[src/rtl/vga_timing_gen_if.sv]
// Raster timing bundle: run enable toward the generator, pixel strobe, coordinates and sync/strobe outputs back.
interface vga_timing_gen_if #(
  parameter int CW  = 10,
  parameter int FCW = 8
);
  logic           en;
  logic           pix_ce;
  logic [CW-1:0]  x;
  logic [CW-1:0]  y;
  logic           active;
  logic           hsync;
  logic           vsync;
  logic           line_start;
  logic           frame_start;
  logic [FCW-1:0] frame_count;

  modport master (
    input  en,
    output pix_ce, x, y, active, hsync, vsync, line_start, frame_start, frame_count
  );

  modport slave (
    output en,
    input  pix_ce, x, y, active, hsync, vsync, line_start, frame_start, frame_count
  );
endinterface

[src/rtl/vga_timing_gen.sv]
// Raster timing generator: pixel enable from clk, h/v counters, registered decode + PIPE delay stages.
// Outputs lag counter state by 1+PIPE clk; en low freezes counters, holds outputs and drops strobes.
module vga_timing_gen #(
  parameter int CLK_DIV  = 2,
  parameter int H_ACTIVE = 640,
  parameter int H_FP     = 16,
  parameter int H_SYNC   = 96,
  parameter int H_BP     = 48,
  parameter int V_ACTIVE = 480,
  parameter int V_FP     = 10,
  parameter int V_SYNC   = 2,
  parameter int V_BP     = 33,
  parameter bit HS_POL   = 1'b0,
  parameter bit VS_POL   = 1'b0,
  parameter int CW       = 10,
  parameter int FCW      = 8,
  parameter int PIPE     = 0
) (
  input  logic             clk,
  input  logic             rst,
  vga_timing_gen_if.master tim
);

  localparam int H_TOTAL = H_ACTIVE + H_FP + H_SYNC + H_BP;
  localparam int V_TOTAL = V_ACTIVE + V_FP + V_SYNC + V_BP;
  localparam int DW      = (CLK_DIV > 1) ? $clog2(CLK_DIV) : 1;

  localparam logic [DW-1:0] DIV_LAST = DW'(CLK_DIV - 1);
  localparam logic [CW-1:0] H_LAST   = CW'(H_TOTAL - 1);
  localparam logic [CW-1:0] V_LAST   = CW'(V_TOTAL - 1);

  // One extra bit so a sync end equal to 2^CW still compares correctly.
  localparam logic [CW:0] H_ACT_E = (CW+1)'(H_ACTIVE);
  localparam logic [CW:0] H_SS_E  = (CW+1)'(H_ACTIVE + H_FP);
  localparam logic [CW:0] H_SE_E  = (CW+1)'(H_ACTIVE + H_FP + H_SYNC);
  localparam logic [CW:0] V_ACT_E = (CW+1)'(V_ACTIVE);
  localparam logic [CW:0] V_SS_E  = (CW+1)'(V_ACTIVE + V_FP);
  localparam logic [CW:0] V_SE_E  = (CW+1)'(V_ACTIVE + V_FP + V_SYNC);

  typedef struct packed {
    logic [CW-1:0]  x;
    logic [CW-1:0]  y;
    logic           active;
    logic           hsync;
    logic           vsync;
    logic           line_start;
    logic           frame_start;
    logic [FCW-1:0] frame_count;
  } tim_t;

  localparam tim_t TIM_RST = '{
    x:           '0,
    y:           '0,
    active:      1'b0,
    hsync:       ~HS_POL,
    vsync:       ~VS_POL,
    line_start:  1'b0,
    frame_start: 1'b0,
    frame_count: '0
  };

  logic [DW-1:0]  div_q, div_d;
  logic [CW-1:0]  hc_q, hc_d;
  logic [CW-1:0]  vc_q, vc_d;
  logic [FCW-1:0] fc_q, fc_d;
  logic           fresh_q, fresh_d;
  logic           pix_ce;
  logic [CW:0]    hx, vx;
  tim_t           dec_d;
  tim_t           pipe_q [0:PIPE];

  assign pix_ce = tim.en && (div_q == DIV_LAST) && !rst;
  assign hx     = {1'b0, hc_q};
  assign vx     = {1'b0, vc_q};

  always_comb begin
    div_d = div_q;
    hc_d  = hc_q;
    vc_d  = vc_q;
    fc_d  = fc_q;
    if (tim.en) begin
      div_d = (div_q == DIV_LAST) ? '0 : div_q + 1'b1;
    end
    if (pix_ce) begin
      if (hc_q != H_LAST) begin
        hc_d = hc_q + 1'b1;
      end else begin
        hc_d = '0;
        if (vc_q != V_LAST) begin
          vc_d = vc_q + 1'b1;
        end else begin
          vc_d = '0;
          fc_d = fc_q + 1'b1;
        end
      end
    end
  end

  // fresh marks a counter position not yet shown on an enabled clk, so strobes fire once per pixel.
  always_comb begin
    fresh_d = fresh_q;
    if (pix_ce) begin
      fresh_d = 1'b1;
    end else if (tim.en) begin
      fresh_d = 1'b0;
    end
  end

  always_ff @(posedge clk) begin
    if (rst) begin
      div_q   <= '0;
      hc_q    <= '0;
      vc_q    <= '0;
      fc_q    <= '0;
      fresh_q <= 1'b1;
    end else begin
      div_q   <= div_d;
      hc_q    <= hc_d;
      vc_q    <= vc_d;
      fc_q    <= fc_d;
      fresh_q <= fresh_d;
    end
  end

  always_comb begin
    dec_d             = pipe_q[0];
    dec_d.line_start  = 1'b0;
    dec_d.frame_start = 1'b0;
    if (tim.en) begin
      dec_d.x           = hc_q;
      dec_d.y           = vc_q;
      dec_d.active      = (hx < H_ACT_E) && (vx < V_ACT_E);
      dec_d.hsync       = ((hx >= H_SS_E) && (hx < H_SE_E)) ? HS_POL : ~HS_POL;
      dec_d.vsync       = ((vx >= V_SS_E) && (vx < V_SE_E)) ? VS_POL : ~VS_POL;
      dec_d.line_start  = fresh_q && (hc_q == '0);
      dec_d.frame_start = fresh_q && (hc_q == '0) && (vc_q == '0);
      dec_d.frame_count = fc_q;
    end
  end

  // Delay stages shift every clk regardless of en so the added latency is exact.
  always_ff @(posedge clk) begin
    if (rst) begin
      for (int i = 0; i <= PIPE; i++) begin
        pipe_q[i] <= TIM_RST;
      end
    end else begin
      pipe_q[0] <= dec_d;
      for (int i = 1; i <= PIPE; i++) begin
        pipe_q[i] <= pipe_q[i-1];
      end
    end
  end

  assign tim.pix_ce      = pix_ce;
  assign tim.x           = pipe_q[PIPE].x;
  assign tim.y           = pipe_q[PIPE].y;
  assign tim.active      = pipe_q[PIPE].active;
  assign tim.hsync       = pipe_q[PIPE].hsync;
  assign tim.vsync       = pipe_q[PIPE].vsync;
  assign tim.line_start  = pipe_q[PIPE].line_start;
  assign tim.frame_start = pipe_q[PIPE].frame_start;
  assign tim.frame_count = pipe_q[PIPE].frame_count;

endmodule

[src/flat_wrapper.sv]
// flat-port wrapper written by rule: the top's interface ports become plain ports
module vga_timing_gen_flat 
#(
  parameter int CLK_DIV  = 2,
  parameter int H_ACTIVE = 640,
  parameter int H_FP     = 16,
  parameter int H_SYNC   = 96,
  parameter int H_BP     = 48,
  parameter int V_ACTIVE = 480,
  parameter int V_FP     = 10,
  parameter int V_SYNC   = 2,
  parameter int V_BP     = 33,
  parameter bit HS_POL   = 1'b0,
  parameter bit VS_POL   = 1'b0,
  parameter int CW       = 10,
  parameter int FCW      = 8,
  parameter int PIPE     = 0
)
  (clk, rst, tim_en, tim_pix_ce, tim_x, tim_y, tim_active, tim_hsync, tim_vsync, tim_line_start, tim_frame_start, tim_frame_count);
  vga_timing_gen_if #(.CW(CW), .FCW(FCW)) tim_i ();
  input  logic clk;
  input  logic rst;
  input wire logic [$bits(tim_i.en)-1:0] tim_en;
  output wire logic [$bits(tim_i.pix_ce)-1:0] tim_pix_ce;
  output wire logic [$bits(tim_i.x)-1:0] tim_x;
  output wire logic [$bits(tim_i.y)-1:0] tim_y;
  output wire logic [$bits(tim_i.active)-1:0] tim_active;
  output wire logic [$bits(tim_i.hsync)-1:0] tim_hsync;
  output wire logic [$bits(tim_i.vsync)-1:0] tim_vsync;
  output wire logic [$bits(tim_i.line_start)-1:0] tim_line_start;
  output wire logic [$bits(tim_i.frame_start)-1:0] tim_frame_start;
  output wire logic [$bits(tim_i.frame_count)-1:0] tim_frame_count;
  assign tim_i.en = tim_en;
  assign tim_pix_ce = tim_i.pix_ce;
  assign tim_x = tim_i.x;
  assign tim_y = tim_i.y;
  assign tim_active = tim_i.active;
  assign tim_hsync = tim_i.hsync;
  assign tim_vsync = tim_i.vsync;
  assign tim_line_start = tim_i.line_start;
  assign tim_frame_start = tim_i.frame_start;
  assign tim_frame_count = tim_i.frame_count;
  vga_timing_gen #(.CLK_DIV(CLK_DIV), .H_ACTIVE(H_ACTIVE), .H_FP(H_FP), .H_SYNC(H_SYNC), .H_BP(H_BP), .V_ACTIVE(V_ACTIVE), .V_FP(V_FP), .V_SYNC(V_SYNC), .V_BP(V_BP), .HS_POL(HS_POL), .VS_POL(VS_POL), .CW(CW), .FCW(FCW), .PIPE(PIPE)) u_core (.clk(clk), .rst(rst), .tim(tim_i));
endmodule
[config.mk]
export PLATFORM = sky130hd
export DESIGN_NAME = vga_timing_gen_flat
export DESIGN_NICKNAME = d
export VERILOG_FILES = /design/src/rtl/vga_timing_gen_if.sv /design/src/rtl/vga_timing_gen.sv /design/src/flat_wrapper.sv
export SDC_FILE = /design/constraint.sdc
export NUM_CORES = 1
export LEC_CHECK = 0
export ABC_AREA = 1
export CAP_MARGIN = 5
export CORE_ASPECT_RATIO = 0.8
export CORE_UTILIZATION = 49
export CTS_CLUSTER_SIZE = 14
export DETAILED_ROUTE_END_ITERATION = 10
export PLACE_DENSITY = 0.79
export SYNTH_ARGS = -nofsm -noshare
export SYNTH_HDL_FRONTEND = slang
export SYNTH_SLANG_ARGS = --single-unit
[constraint.sdc]
create_clock -name clk -period 1.7 [get_ports clk]
set_clock_uncertainty 0.2 [all_clocks]
set_input_delay 0.51 -clock clk [delete_from_list [all_inputs] [get_ports clk]]
set_output_delay 0.51 -clock clk [all_outputs]
set_load 0.05 [all_outputs]
==> run summary <==
The leakage power summed over all cells is 1.83 nW, and the core footprint is 0.00550 mm². The CTS buffer count is 9, and the async set-or-reset flop fraction in the synthesized netlist is 0. The number of instances on the worst hold path came out at 2. The post-synthesis instance area was 0.00282 mm²; the starting utilization of the core area was 0.513. For the via count of the first global-routing pass, the log shows 2810.

The synthesized design contains 0 enable-type register cells. The power density over cell area came out at 720 mW/mm². The max-slew violation count is 0, and the final critical path time including I/O delays and setup is 1830 ps.

The wire length per cell came out at 14.9 µm. The number of nets with antenna violations after detailed routing came out at 0. For the synthesis warning total, the log shows 0.

The number of DRC violations after detailed-routing iteration 0 came out at 253. At the worst endpoint, the required time is 990 ps. The logs give 0 for the count of final hold-check violations and 5 for the length of the first detailed-routing pass in iterations. Buffer type at the clock tree root: sky130_fd_sc_hd__clkbuf_8. In this run, synthesis produced a sequential element count of 63. In this run the critical register-to-register path is captured at u_core.vc_q[0].

Counting instances in the post-synthesis netlist gives the leading cell types as sky130_fd_sc_hd__dfxtp_1, sky130_fd_sc_hd__nand2_1, sky130_fd_sc_hd__nor2_1. On the final layout, the worst hold slack is 269 ps. The later pin in the worst-skew pair is clocked with a latency of 350 ps.

At the worst endpoint, the arrival time is 1120 ps. Number of antenna violations at the first check in global routing: 0. For hold timing, the worst endpoint is u_core.fresh_q. The routed design has 8210 µm of wire. The library cell occupying the most area in the post-synthesis netlist was sky130_fd_sc_hd__dfxtp_1. The tools report the via count of the routed design as 2927.

The top flip-flop cell by instance count after synthesis is sky130_fd_sc_hd__dfxtp_1. Setup repair after global routing could not meet its margin everywhere. The finished layout holds 551 standard cells, fillers aside.

The flow ran to the end, but the final reports show violations. Traced cell by cell, the critical path runs through nand2_4 -> nor2_4 -> buf_6 -> buf_12. The area fraction of the dominant cell type after synthesis was 0.447; the half-perimeter wire length after detailed placement was 5390 µm.

sky130_fd_sc_hd__dfxtp_1 is the most common cell in the netlist. The post-CTS clock slew at the launch and capture registers of the worst setup and hold paths was 60 ps; the H-tree depth was 3. The design draws 3.13 mW. The worst register-to-register path has a depth of 9. Along the worst path, the maximum fanout reaches 2. The number of vias per cell after detailed routing came out at 5.31.

The first global-routing pass estimated 12900 µm of wire. The worst setup slack after layout was -129 ps; the final RePlAce weighted congestion was 0.921. The number of failing setup endpoints in the final timing report is 4. The tools report the sort of element at the end of the critical path as an output port. The master of the slowest instance on the critical path was sky130_fd_sc_hd__dfxtp_2. In this run the register-to-register setup slack is -20 ps. TritonCTS built the clock tree. By area the synthesized netlist is led by sky130_fd_sc_hd__dfxtp_1, sky130_fd_sc_hd__a21oi_1, sky130_fd_sc_hd__nand2_1. The run gives 0.730 as the worst slew margin relative to its limit. Worst hold path startpoint: u_core.fresh_q. Dividing the synthesized area by the synthesized cell count gives 7.34 µm². The logs give 525 for the cell count after placement and 24 for the number of standard-cell rows in the floorplan.

The fraction of final layout cells with drive strength greater than 1 is 0.319, and the highest clock frequency the design can meet is 0.547 GHz. The worst hold path belongs to the class reg -> reg. The logs give 2 for the maximum buffer depth of the clock tree and 0.00606 mm² for the area of the die.

Port buffering added 36 buffers. In the routed design, unresolved DRC markers number 0. The run gives 0.447 as the sequential area share after synthesis.

From bottom edge to top edge, the die measures 69.8 µm. The global-route total usage across every layer is 0.282. The logs give -173 ps for the setup total negative slack and 0 for the final global-route overflow total. The worst register-to-register path begins at u_core.hc_q[0]. On the worst path, the slowest cell contributes a delay of 350 ps. The final period utilization was 1.08; the max-cap violation count was 0. Across the VDD grid, the largest voltage drop is 0.618 mV.

Counting every net in the synthesized netlist gives 393. The worst setup path is launched from a flop. After the last flow step, the layout net total stands at 478.

The area added between synthesis and finish was 54.1%. For the pin with the worst max-slew slack, the measured transition is 402 ps. The die is 86.8 µm wide. The critical path is of the reg -> out type. The run gives 30 as the pin count of the biggest net entering global routing. The run gives 37 as the top-level I/O count. The checks that failed: setup timing. The repair_antennas step left the layout with diodes totalling 0. The tree built by TritonCTS fans out to 63 sinks. The synthesized netlist contains 35 unique library cells. Synthesis produced a netlist whose cell count is 384. The number of hold-repair buffers added at the cts stage came out at 0.
through the flow:
step                      utilization  setup WS (ps)  area [µm²]
final                           0.790           -129        4340
after global routing            0.790           -181        4340
after CTS                       0.752           -140        4130
after detailed placement        0.706           -653        3880
after global placement          0.706           -638        3880
after floorplan                     -          -2.58        2850
layer usage:
layer / part of all wire / vias to the layer above / GRT usage
li1: - / 1439 / -
met1: 0.43 / 1350 / 0.377
met2: 0.47 / 120 / 0.424
met3: 0.081 / 18 / 0.0881
met4: 0.018 / 0 / 0.107
met5: 0 / - / 0
placed cells by master (no fill, tap or decap), drive strengths merged, types with 2 or more instances in the layout:
master	synthesis	layout
buf	6	88
dfxtp	63	63
nor2	57	57
nand2	56	56
inv	45	45
o21ai	42	42
a21oi	40	40
nand3	26	26
nor3	12	12
nand4	10	10
clkbuf	9	10
ha	6	6
clkinv	0	5
xor2	2	2
nor3b	2	2
report_power, final:
group | internal, mW | switching, mW | total (mW)
combinational | 0.203 | 0.254 | 0.457
clock | 0.546 | 0.558 | 1.10
sequential | 1.52 | 0.0446 | 1.57
total | 2.27 | 0.856 | 3.13
final cells by class:
class                      count  area (µm²)
clock buffer                  10         138
clock inverter                 5        25.0
fill                         364        1150
inverter                      45         169
multi-input combinational    261        1500
sequential                    63        1270
tap                           78        97.6
timing repair buffer          89        1150
cells by family (layout without fill, tap and decap cells):
kind of cell | Yosys count | in the layout | synth area share
XOR/XNOR | 3 | 3 | 0.00932
flip-flops | 63 | 63 | 0.447
AND/OR/NAND/NOR | 166 | 166 | 0.274
buffers and inverters | 60 | 149 | 0.0861
adder cells (fa/ha/maj) | 6 | 6 | 0.0266
AO/OA/AOI/OAI | 86 | 86 | 0.156
flip-flops by register name, indices dropped and copies added, names as in the netlist:
register,flops
u_core.fresh_q,1
u_core.hc_q,10
u_core.pipe_q,33
u_core.fc_q,8
u_core.div_q,1
u_core.vc_q,10
critical path: cells and delay by family, from the launching register on:
family | cells | cell delay, ps
DFF | 1 | 350
buffers and inverters | 2 | 240
and+or+nand+nor | 2 | 180
repair_timing:
item / 4_1_cts / 5_1_grt
buffers inserted: 7 / 5
endpoints found under the setup margin: 58 / 26
pin swaps: 7 / 22
gates resized for setup: 20 / 44
how the worst max path moves through the flow:
| stage | cells past startpoint | slack (ps) | from | to |
|---|---|---|---|---|
| 6_report | 4 | -130 | u_core.div_q | tim_pix_ce |
| 5_1_grt | 4 | -180 | u_core.div_q | tim_pix_ce |
| 3_5_place_dp | 9 | -650 | tim_en | u_core.vc_q[4] |
| 3_3_place_gp | 5 | -640 | tim_en | tim_pix_ce |
| 4_1_cts | 4 | -140 | u_core.div_q | tim_pix_ce |
| 2_1_floorplan | 4 | -3 | tim_en | tim_pix_ce |
(Power assumes the default switching activity.)
